<file path="src/rtl/tetris_pkg.sv">
// Shared definitions for the tetris command generator: command codes,
// the per-button repeat FSM states and default timings for a 100 MHz clk.
package tetris_pkg;

    localparam logic [1:0] CMD_BTN0 = 2'd0;
    localparam logic [1:0] CMD_BTN1 = 2'd1;
    localparam logic [1:0] CMD_BTN2 = 2'd2;
    localparam logic [1:0] CMD_BTN3 = 2'd3;

    typedef enum logic [1:0] {
        IDLE   = 2'd0,
        DELAY  = 2'd1,
        REPEAT = 2'd2
    } btn_state_t;

    localparam int CLK_HZ             = 100_000_000;
    localparam int DEF_REPEAT_DELAY   = CLK_HZ / 4;   // 250 ms to first repeat
    localparam int DEF_REPEAT_PERIOD  = CLK_HZ / 20;  // 50 ms between repeats
    localparam int DEF_GRAVITY_PERIOD = CLK_HZ / 2;   // 500 ms per drop

    function automatic int max_int(input int a, input int b);
        return (a > b) ? a : b;
    endfunction

endpackage

</file>
<file path="src/rtl/tetris_btn_repeat.sv">
// One button's edge detect, IDLE/DELAY/REPEAT auto-repeat FSM and shared
// delay/period counter. Emits a registered one-cycle event per press and
// per auto-repeat. A button held through reset must be released once
// before it can fire again (the armed flag).
module tetris_btn_repeat
    import tetris_pkg::*;
#(
    parameter int REPEAT_DELAY  = DEF_REPEAT_DELAY,
    parameter int REPEAT_PERIOD = DEF_REPEAT_PERIOD,
    parameter bit REPEAT_EN     = 1'b1
) (
    input  logic clk,
    input  logic reset,
    input  logic btn,
    output logic evt
);

    localparam int CW = $clog2(max_int(REPEAT_DELAY, REPEAT_PERIOD));
    localparam logic [CW-1:0] DELAY_LAST  = CW'(REPEAT_DELAY - 1);
    localparam logic [CW-1:0] PERIOD_LAST = CW'(REPEAT_PERIOD - 1);

    btn_state_t    state, state_next;
    logic [CW-1:0] cnt, cnt_next;
    logic          btn_prev;
    logic          armed;
    logic          evt_next;
    logic          press;

    assign press = btn & ~btn_prev & armed;

    // State register plus counter, edge history, arm flag and event pulse
    always_ff @(posedge clk) begin
        if (reset) begin
            state    <= IDLE;
            cnt      <= '0;
            btn_prev <= 1'b0;
            armed    <= 1'b0;
            evt      <= 1'b0;
        end else begin
            state    <= state_next;
            cnt      <= cnt_next;
            btn_prev <= btn;
            armed    <= armed | ~btn;
            evt      <= evt_next;
        end
    end

    // Next-state logic: release always returns to IDLE
    always_comb begin
        state_next = state;
        if (!btn) begin
            state_next = IDLE;
        end else begin
            case (state)
                IDLE:    if (press) state_next = DELAY;
                DELAY:   if (REPEAT_EN && cnt == DELAY_LAST) state_next = REPEAT;
                REPEAT:  state_next = REPEAT;
                default: state_next = IDLE;
            endcase
        end
    end

    // Output logic: event request and counter update for the coming edge
    always_comb begin
        evt_next = 1'b0;
        cnt_next = cnt;
        if (!btn) begin
            cnt_next = '0;
        end else begin
            case (state)
                IDLE: begin
                    cnt_next = '0;
                    evt_next = press;
                end
                DELAY: begin
                    if (REPEAT_EN) begin
                        if (cnt == DELAY_LAST) begin
                            evt_next = 1'b1;
                            cnt_next = '0;
                        end else begin
                            cnt_next = cnt + 1'b1;
                        end
                    end
                end
                REPEAT: begin
                    if (cnt == PERIOD_LAST) begin
                        evt_next = 1'b1;
                        cnt_next = '0;
                    end else begin
                        cnt_next = cnt + 1'b1;
                    end
                end
                default: cnt_next = '0;
            endcase
        end
    end

endmodule

</file>
<file path="src/rtl/tetris_cmd_gen.sv">
// Command generator in front of the tetris core: four auto-repeating
// buttons plus optional gravity, arbitrated into one registered
// valid/ready command stream. Gravity is built only when the macro
// TETRIS_CMD_GRAVITY_EN is defined; otherwise pause is ignored and
// pend_gravity reads 0.
module tetris_cmd_gen
    import tetris_pkg::*;
#(
    parameter int         REPEAT_DELAY   = DEF_REPEAT_DELAY,
    parameter int         REPEAT_PERIOD  = DEF_REPEAT_PERIOD,
    parameter logic [3:0] REPEAT_MASK    = 4'b0111,
    parameter int         GRAVITY_PERIOD = DEF_GRAVITY_PERIOD,
    parameter logic [1:0] GRAVITY_CMD    = 2'd1
) (
    input  logic       clk,
    input  logic       reset,
    input  logic [3:0] btn,
    input  logic       pause,
    input  logic       cmd_ready,
    output logic       cmd_valid,
    output logic [1:0] cmd,
    output logic       pend_gravity
);

    logic [3:0] evt;
    logic [1:0] btn_code;
    logic       free;
    logic       grav_req;

    for (genvar i = 0; i < 4; i++) begin : g_btn
        tetris_btn_repeat #(
            .REPEAT_DELAY  (REPEAT_DELAY),
            .REPEAT_PERIOD (REPEAT_PERIOD),
            .REPEAT_EN     (REPEAT_MASK[i])
        ) u_repeat (
            .clk   (clk),
            .reset (reset),
            .btn   (btn[i]),
            .evt   (evt[i])
        );
    end

    assign free = ~cmd_valid | cmd_ready;

`ifdef TETRIS_CMD_GRAVITY_EN
    localparam int GW = $clog2(GRAVITY_PERIOD);
    localparam logic [GW-1:0] GRAV_LAST = GW'(GRAVITY_PERIOD - 1);

    logic [GW-1:0] grav_cnt;
    logic          pend;
    logic          wrap;
    logic          grav_load;

    assign wrap      = ~pause & (grav_cnt == GRAV_LAST);
    assign grav_load = free & ~(|evt) & pend;

    // Gravity timer; a wrap while one event is pending is simply absorbed
    always_ff @(posedge clk) begin
        if (reset) begin
            grav_cnt <= '0;
            pend     <= 1'b0;
        end else begin
            if (!pause) grav_cnt <= wrap ? '0 : grav_cnt + 1'b1;
            pend <= wrap | (pend & ~grav_load);
        end
    end

    assign grav_req     = pend;
    assign pend_gravity = pend;
`else
    logic unused_gravity;
    assign unused_gravity = pause ^ (GRAVITY_PERIOD > 0);
    assign grav_req       = 1'b0;
    assign pend_gravity   = 1'b0;
`endif

    // Fixed priority: the lowest-index button with an event wins
    always_comb begin
        btn_code = CMD_BTN0;
        if (evt[0])      btn_code = CMD_BTN0;
        else if (evt[1]) btn_code = CMD_BTN1;
        else if (evt[2]) btn_code = CMD_BTN2;
        else if (evt[3]) btn_code = CMD_BTN3;
    end

    // Output register: load when free, hold while stalled
    always_ff @(posedge clk) begin
        if (reset) begin
            cmd_valid <= 1'b0;
            cmd       <= CMD_BTN0;
        end else if (free) begin
            if (|evt) begin
                cmd_valid <= 1'b1;
                cmd       <= btn_code;
            end else if (grav_req) begin
                cmd_valid <= 1'b1;
                cmd       <= GRAVITY_CMD;
            end else begin
                cmd_valid <= 1'b0;
            end
        end
    end

endmodule

</file>
<file path="config.mk">
export PLATFORM = sky130hd
export DESIGN_NAME = tetris_cmd_gen
export DESIGN_NICKNAME = d
export VERILOG_FILES = /design/src/rtl/tetris_pkg.sv /design/src/rtl/tetris_btn_repeat.sv /design/src/rtl/tetris_cmd_gen.sv
export SDC_FILE = /design/constraint.sdc
export NUM_CORES = 1
export LEC_CHECK = 0
export ABC_AREA = 1
export CELL_PAD_IN_SITES_DETAIL_PLACEMENT = 1
export CELL_PAD_IN_SITES_GLOBAL_PLACEMENT = 2
export CORE_MARGIN = 8
export CORE_UTILIZATION = 38
export DETAILED_ROUTE_END_ITERATION = 16
export GPL_TIMING_DRIVEN = 0
export PLACE_DENSITY_LB_ADDON = 0.1
export SLEW_MARGIN = 20
export SYNTH_ARGS = -nofsm -noshare
export SYNTH_HDL_FRONTEND = slang
export SYNTH_SLANG_ARGS = --single-unit
export TNS_END_PERCENT = 20
</file>
<file path="constraint.sdc">
create_clock -name clk -period 3.6 [get_ports clk]
set_input_delay 0.72 -clock clk [delete_from_list [all_inputs] [get_ports clk]]
set_output_delay 0.72 -clock clk [all_outputs]
set_load 0.03 [all_outputs]
</file>
==> results.yml, run 1 <==
outcome:
  status: "finished clean"
clocking:
  ctsHoldBuffers: 0
  cts_setup_buffers: 0
  worstSkewPairLatency_ns: 0.42
  clk_pin_slew_ns: 0.05
  post_cts_resized: 0
  clockBufferDepth: 2
  cts_buffers: 17
  h-tree-depth: 4
  cts_tree: "done"
  clock-sinks: 123
  cts_root_buffer: "clkbuf_16"
placement:
  io_buffers: 8
  place_inst: 1238
  dp_hpwl_mm: 13.2
  place.gp.congestion: 0.786
  dp_slack_ns: 0.995
worst_setup_path:
  crit_start: "cmd[0]$_SDFFE_PP0P_"
  crit_family: "buffers and inverters"
  cp_data_arrival_time_ns: 1.43
  worst_path_largest_cell_delay_ns: 0.68
  path_cells: "clkdlybuf4s50_1"
  worstSetupPathType: "flip-flop to primary output"
  cp-start-kind: "flip-flop"
  required_ns: 2.88
  r2r_start: "g_btn[2].u_repeat.cnt[0]$_SDFF_PP0_"
  cp_max_fo: 2
  end_kind: "primary output"
  crit_buf_inv: 1
  critPathSlowestCell: "clkdlybuf4s50_1"
global_route:
  grt_pass1_vias: 6277
  groute.usage.overall: 0.166
  overflow: 0
  grt_max_degree: 17
  antenna_found_initial: 0
  grt_pass1_wl_mm: 30.0
pwr:
  p_comb_frac: 0.025
  pwr-share-seq: 0.460
  p_total_mw: 2.99
  clkPwrFrac: 0.515
  ir_worst_vdd_mv: 0.294
  p_per_area_mw_per_mm2: 393
  swShare: 0.225
  leakage_nw: 2.73
  switchingPower_uw: 675
  p_int_mw: 2.32
synthesis:
  ys_async_sr_fraction: 0
  netlist_top_cells_count: "nand2_1 (238), nor2_1 (203), inv_1 (124)"
  synth_seq_area_share: 0.366
  synth.cell_area_sq_mm: 0.00673
  yosysMostFrequentCell: "nand2_1"
  syn-num-nets: 1029
  synth_edf_count: 0
  synth_seq_cells: 123
  syn-instance-count: 1005
  synth_top_area_frac: 0.366
  synth_area_leader_cell: "dfxtp_1"
  yosys_warnings: 0
  synth_area_leaders: "dfxtp_1 (37%), nand2_1 (13%), nor2_1 (11%), inv_1 (6.9%), xor2_1 (6.1%)"
  syn_area_per_cell_sq_um: 6.70
  synth_flop_cell: "dfxtp_1"
  ys_types: 35
finish:
  fillers: 2299
  diodes: 0
  drive_gt1_frac: 0.0862
  fin_cells: 1269
  synthToLayoutAreaGrowth_pct: 13.1
  utilization: 0.440
  final_nets: 1056
timing:
  drv_slew: 0
  finalSetupViolCount: 0
  setup_tns_ns: 0
  worst_pin_slew_ns: 0.579
  grt_setup_unrepaired: "no"
  fin_ws_ns: 1.45
  max_slew_margin: 0.614
  report.final.hold_viol_count: 0
  max_freq_mhz: 465
  period_share: 0.597
  finalCriticalPeriod_ns: 2.15
  worst_clock_skew_ns: 0.00717
die:
  pin_count: 12
  fp.dieH_um: 149
  dieArea_sq_mm: 0.0222
  coreArea_sq_mm: 0.0173
  rows: 48
  start_util: 0.389
  die_w_um: 149
hold_path:
  holdCritStartpoint: "g_btn[2].u_repeat.cnt[0]$_SDFF_PP0_"
  hold_class: "flip-flop to flip-flop"
routing:
  avgViaCountPerCell: 4.73
  final_antenna_net_count: 0
  dr.pass1.iters: 5
  drt_iter0_drc: 182
  num_vias: 5998
  totalWireLength_mm: 17.3
  remaining_drc_errors: 0
  avgRoutedWirePerCell_um: 13.6
flow_run:
  drv_cap: 0
-- flip-flops by register name (all words and copies together) (netlist names) --
signal / count
g_btn.u_repeat.btn_prev: 4
g_btn.u_repeat.armed: 4
cmd_valid: 1
g_btn.u_repeat.cnt: 100
g_btn.u_repeat.evt: 4
cmd: 2
g_btn.u_repeat.state: 8
-- power by group through the flow --
| stage | sequential [mW] | combinational [mW] | clock (mW) |
|---|---|---|---|
| CTS | 1.38 | 0.0760 | 1.60 |
| detailed placement | 1.41 | 0.0755 | 0 |
| floorplan | 1.41 | 0.0449 | 0 |
| global route | 1.38 | 0.0842 | 1.66 |
| global placement | 1.41 | 0.0747 | 0 |
| finish | 1.38 | 0.0745 | 1.54 |
-- cells by family (layout without fill, tap and decap cells) --
group	count (synthesis)	in the layout	synth area share
xor gates and xnor gates	58	58	0.0755
buffers and inverters	139	178	0.0881
other	1	1	0.000557
adders and majority gates	16	16	0.0298
DFF	123	123	0.366
AOI/OAI and AO/OA	69	69	0.0549
and+or+nand+nor	599	599	0.385
-- placed cells by master, fill, tap and decap left out, types with 2 or more instances in the layout --
cell type and count:
a21oi_1 37, buf_2 5, buf_6 6, clkbuf_1 5
clkbuf_16 17, clkbuf_8 3, clkdlybuf4s50_1 8, clkinv_2 6
clkinvlp_4 2, dfxtp_1 123, ha_1 16, inv_1 124
nand2_1 238, nand2_2 11, nand2_4 3, nand3_1 61
nand3_2 3, nand3b_1 2, nand4_1 23, nor2_1 203
nor2_2 24, nor2_4 4, nor3_1 22, nor4_1 2
o21ai_0 24, o21bai_1 2, xnor2_1 11, xor2_1 47
-- area by class of cell --
type | instances | area (sq um) | area share
Inverter | 124 | 465 | 0.0611
Clock inverter | 8 | 45.0 | 0.00592
Sequential cell | 123 | 2460 | 0.323
Multi-Input combinational cell | 743 | 3670 | 0.482
Timing Repair Buffer | 8 | 80.1 | 0.0105
Tap cell | 225 | 282 | 0.0370
Buffer | 15 | 128 | 0.0168
Clock buffer | 23 | 478 | 0.0628
-- metrics by stage --
stage | hold WS (ns) | instance area [sq um]
global route | 0.481 | 7610
floorplan | 0.417 | 6730
global placement | 0.434 | 7090
finish | 0.450 | 7610
detailed placement | 0.447 | 7090
CTS | 0.454 | 7610
-- metal layers --
layer	global-route usage	vias up	wire, um
li1	-	3194	-
met3	0.0352	8	415
met4	0.0520	0	83
met5	0	-	0
met1	0.215	2751	8860
met2	0.271	45	7920
-- final timing paths --
path	to	slack, ns	cells past startpoint
min	g_btn[2].u_repeat.cnt[0]$_SDFF_PP0_	0.45	1
max	cmd[0]	1.45	1
max reg2reg	g_btn[2].u_repeat.cnt[11]$_SDFF_PP0_	1.83	11
min reg2reg	g_btn[2].u_repeat.cnt[0]$_SDFF_PP0_	0.45	1
(Power assumes the default switching activity.)
==> run 2: changes to the inputs <==
CORE_UTILIZATION = 36   (was 38)
clock period = 2.2 ns   (was 3.6 ns; I/O delays follow)
==> run 2 against run 1 <==
Compared with the run above: first-iteration DRC count increased by 54%; sequential power increased by 64%; critical endpoint unchanged; worst hold slack got worse by 0.15 ns; via count increased by 0.55%; critical path type unchanged; flip-flop and latch count unchanged; routed wire length increased by 0.97%; critical path depth unchanged.
==> results.yml, run 2 (synthesis results as in run 1) <==
outcome:
  status: "finished clean"
timing:
  max_slew_margin: 0.638
  fin_ws_ns: 0.294
  grt_setup_unrepaired: "no"
  finalCriticalPeriod_ns: 1.91
  drv_slew: 0
  worst_clock_skew_ns: 0.0124
  report.final.hold_viol_count: 0
  worst_pin_slew_ns: 0.544
  finalSetupViolCount: 0
  holdWs_ns: 0.303
  period_share: 0.866
  max_freq_mhz: 525
  setup_tns_ns: 0
routing:
  remaining_drc_errors: 0
  dr.pass1.iters: 4
  num_vias: 6031
  avgViaCountPerCell: 4.72
  drt_iter0_drc: 280
  final_antenna_net_count: 0
  totalWireLength_mm: 17.4
  avgRoutedWirePerCell_um: 13.6
placement:
  place_inst: 1247
  dp_slack_ns: -0.119
  dp_hpwl_mm: 13.3
  io_buffers: 8
  place.gp.congestion: 0.832
worst_setup_path:
  crit_buf_inv: 1
  worstSetupPathType: "flip-flop to primary output"
  critPathSlowestCell: "clkdlybuf4s50_1"
  cp_max_fo: 2
  path_cells: "clkdlybuf4s50_1"
  crit_family: "buffers and inverters"
  cp-start-kind: "flip-flop"
  worst_path_largest_cell_delay_ns: 0.69
  end_kind: "primary output"
  cp_data_arrival_time_ns: 1.47
  required_ns: 1.76
pwr:
  switchingPower_mw: 1.11
  pwr-share-seq: 0.435
  clkPwrFrac: 0.541
  p_per_area_mw_per_mm2: 674
  swShare: 0.215
  leakage_nw: 2.76
  p_comb_frac: 0.023
  p_int_mw: 4.07
  ir_worst_vdd_mv: 0.523
die:
  pin_count: 12
  rows: 50
  dieArea_sq_mm: 0.0233
  coreArea_sq_mm: 0.0185
  start_util: 0.363
  die_w_um: 153
  fp.dieH_um: 153
clocking:
  h-tree-depth: 4
  cts_buffers: 17
  clockBufferDepth: 2
  cts_root_buffer: "clkbuf_16"
  cts_tree: "done"
  worstSkewPairLatency_ns: 0.43
  ctsHoldBuffers: 0
  cts_setup_buffers: 0
  clock-sinks: 123
  clk_pin_slew_ns: 0.06
  post_cts_resized: 0
hold_path:
  hold_class: "input pin to flip-flop"
global_route:
  grt_max_degree: 17
  overflow: 0
  grt_pass1_vias: 6096
  groute.usage.overall: 0.157
  antenna_found_initial: 0
  grt_pass1_wl_mm: 29.9
finish:
  final_nets: 1056
  final_common_cell: "nand2_1"
  largest_reg_flops: 100
  synthToLayoutAreaGrowth_pct: 14.2
  fin_cells: 1279
  multi_input_area_sq_mm: 0.00367
  fillers: 2405
  drive_gt1_frac: 0.0861
  top_register: "g_btn.u_repeat.cnt"
  final_cell_mix: "nand2_1 (238), nor2_1 (203), inv_1 (124)"
  regArea_sq_mm: 0.00246
  diodes: 0
  top_regs: "g_btn.u_repeat.cnt: 100 flops, g_btn.u_repeat.state: 8 flops"
  utilization: 0.415
flow_run:
  drv_cap: 0
run 2: cell type report:
cell class                 instances  share of cell area
buffer                            15              0.0166
tap                              234              0.0381
clock buffer                      25              0.0645
timing repair buffer               8              0.0104
sequential                       123               0.320
multi-input combinational        743               0.478
clock inverter                     7              0.0114
inverter                         124              0.0606
run 2: stage by stage:
| stage | instance area, sq um | total power, mW |
|---|---|---|
| after floorplan | 6730 | 2.38 |
| after global placement | 7100 | 2.43 |
| after detailed placement | 7100 | 2.43 |
| after CTS | 7680 | 5.26 |
| after global routing | 7680 | 5.38 |
| final | 7680 | 5.18 |
run 2: final timing paths:
kind,end,slack (ns),cells past startpoint,startpoint
worst max-delay path,cmd[0],0.29,1,cmd[0]$_SDFFE_PP0P_
worst min-delay path,g_btn[2].u_repeat.armed$_SDFF_PP0_,0.30,2,reset
worst max register to register,g_btn[1].u_repeat.cnt[16]$_SDFF_PP0_,0.39,11,g_btn[1].u_repeat.cnt[0]$_SDFF_PP0_
worst min register to register,g_btn[2].u_repeat.cnt[0]$_SDFF_PP0_,0.45,1,g_btn[2].u_repeat.cnt[0]$_SDFF_PP0_
run 2: per-layer routing:
layer	vias to the layer above	track usage	part of all wire
met5	-	0	0
met4	0	0.0622	0.015
met3	17	0.0289	0.020
met2	39	0.252	0.45
met1	2782	0.204	0.51
li1	3193	-	-
run 2: power groups by stage:
stage                     sequential, mW  clock (mW)  combinational [mW]
after CTS                           2.25        2.88               0.124
after global placement              2.30           0               0.122
after detailed placement            2.30           0               0.123
after floorplan                     2.31           0              0.0735
after global routing                2.26        2.98               0.138
final                               2.26        2.80               0.122
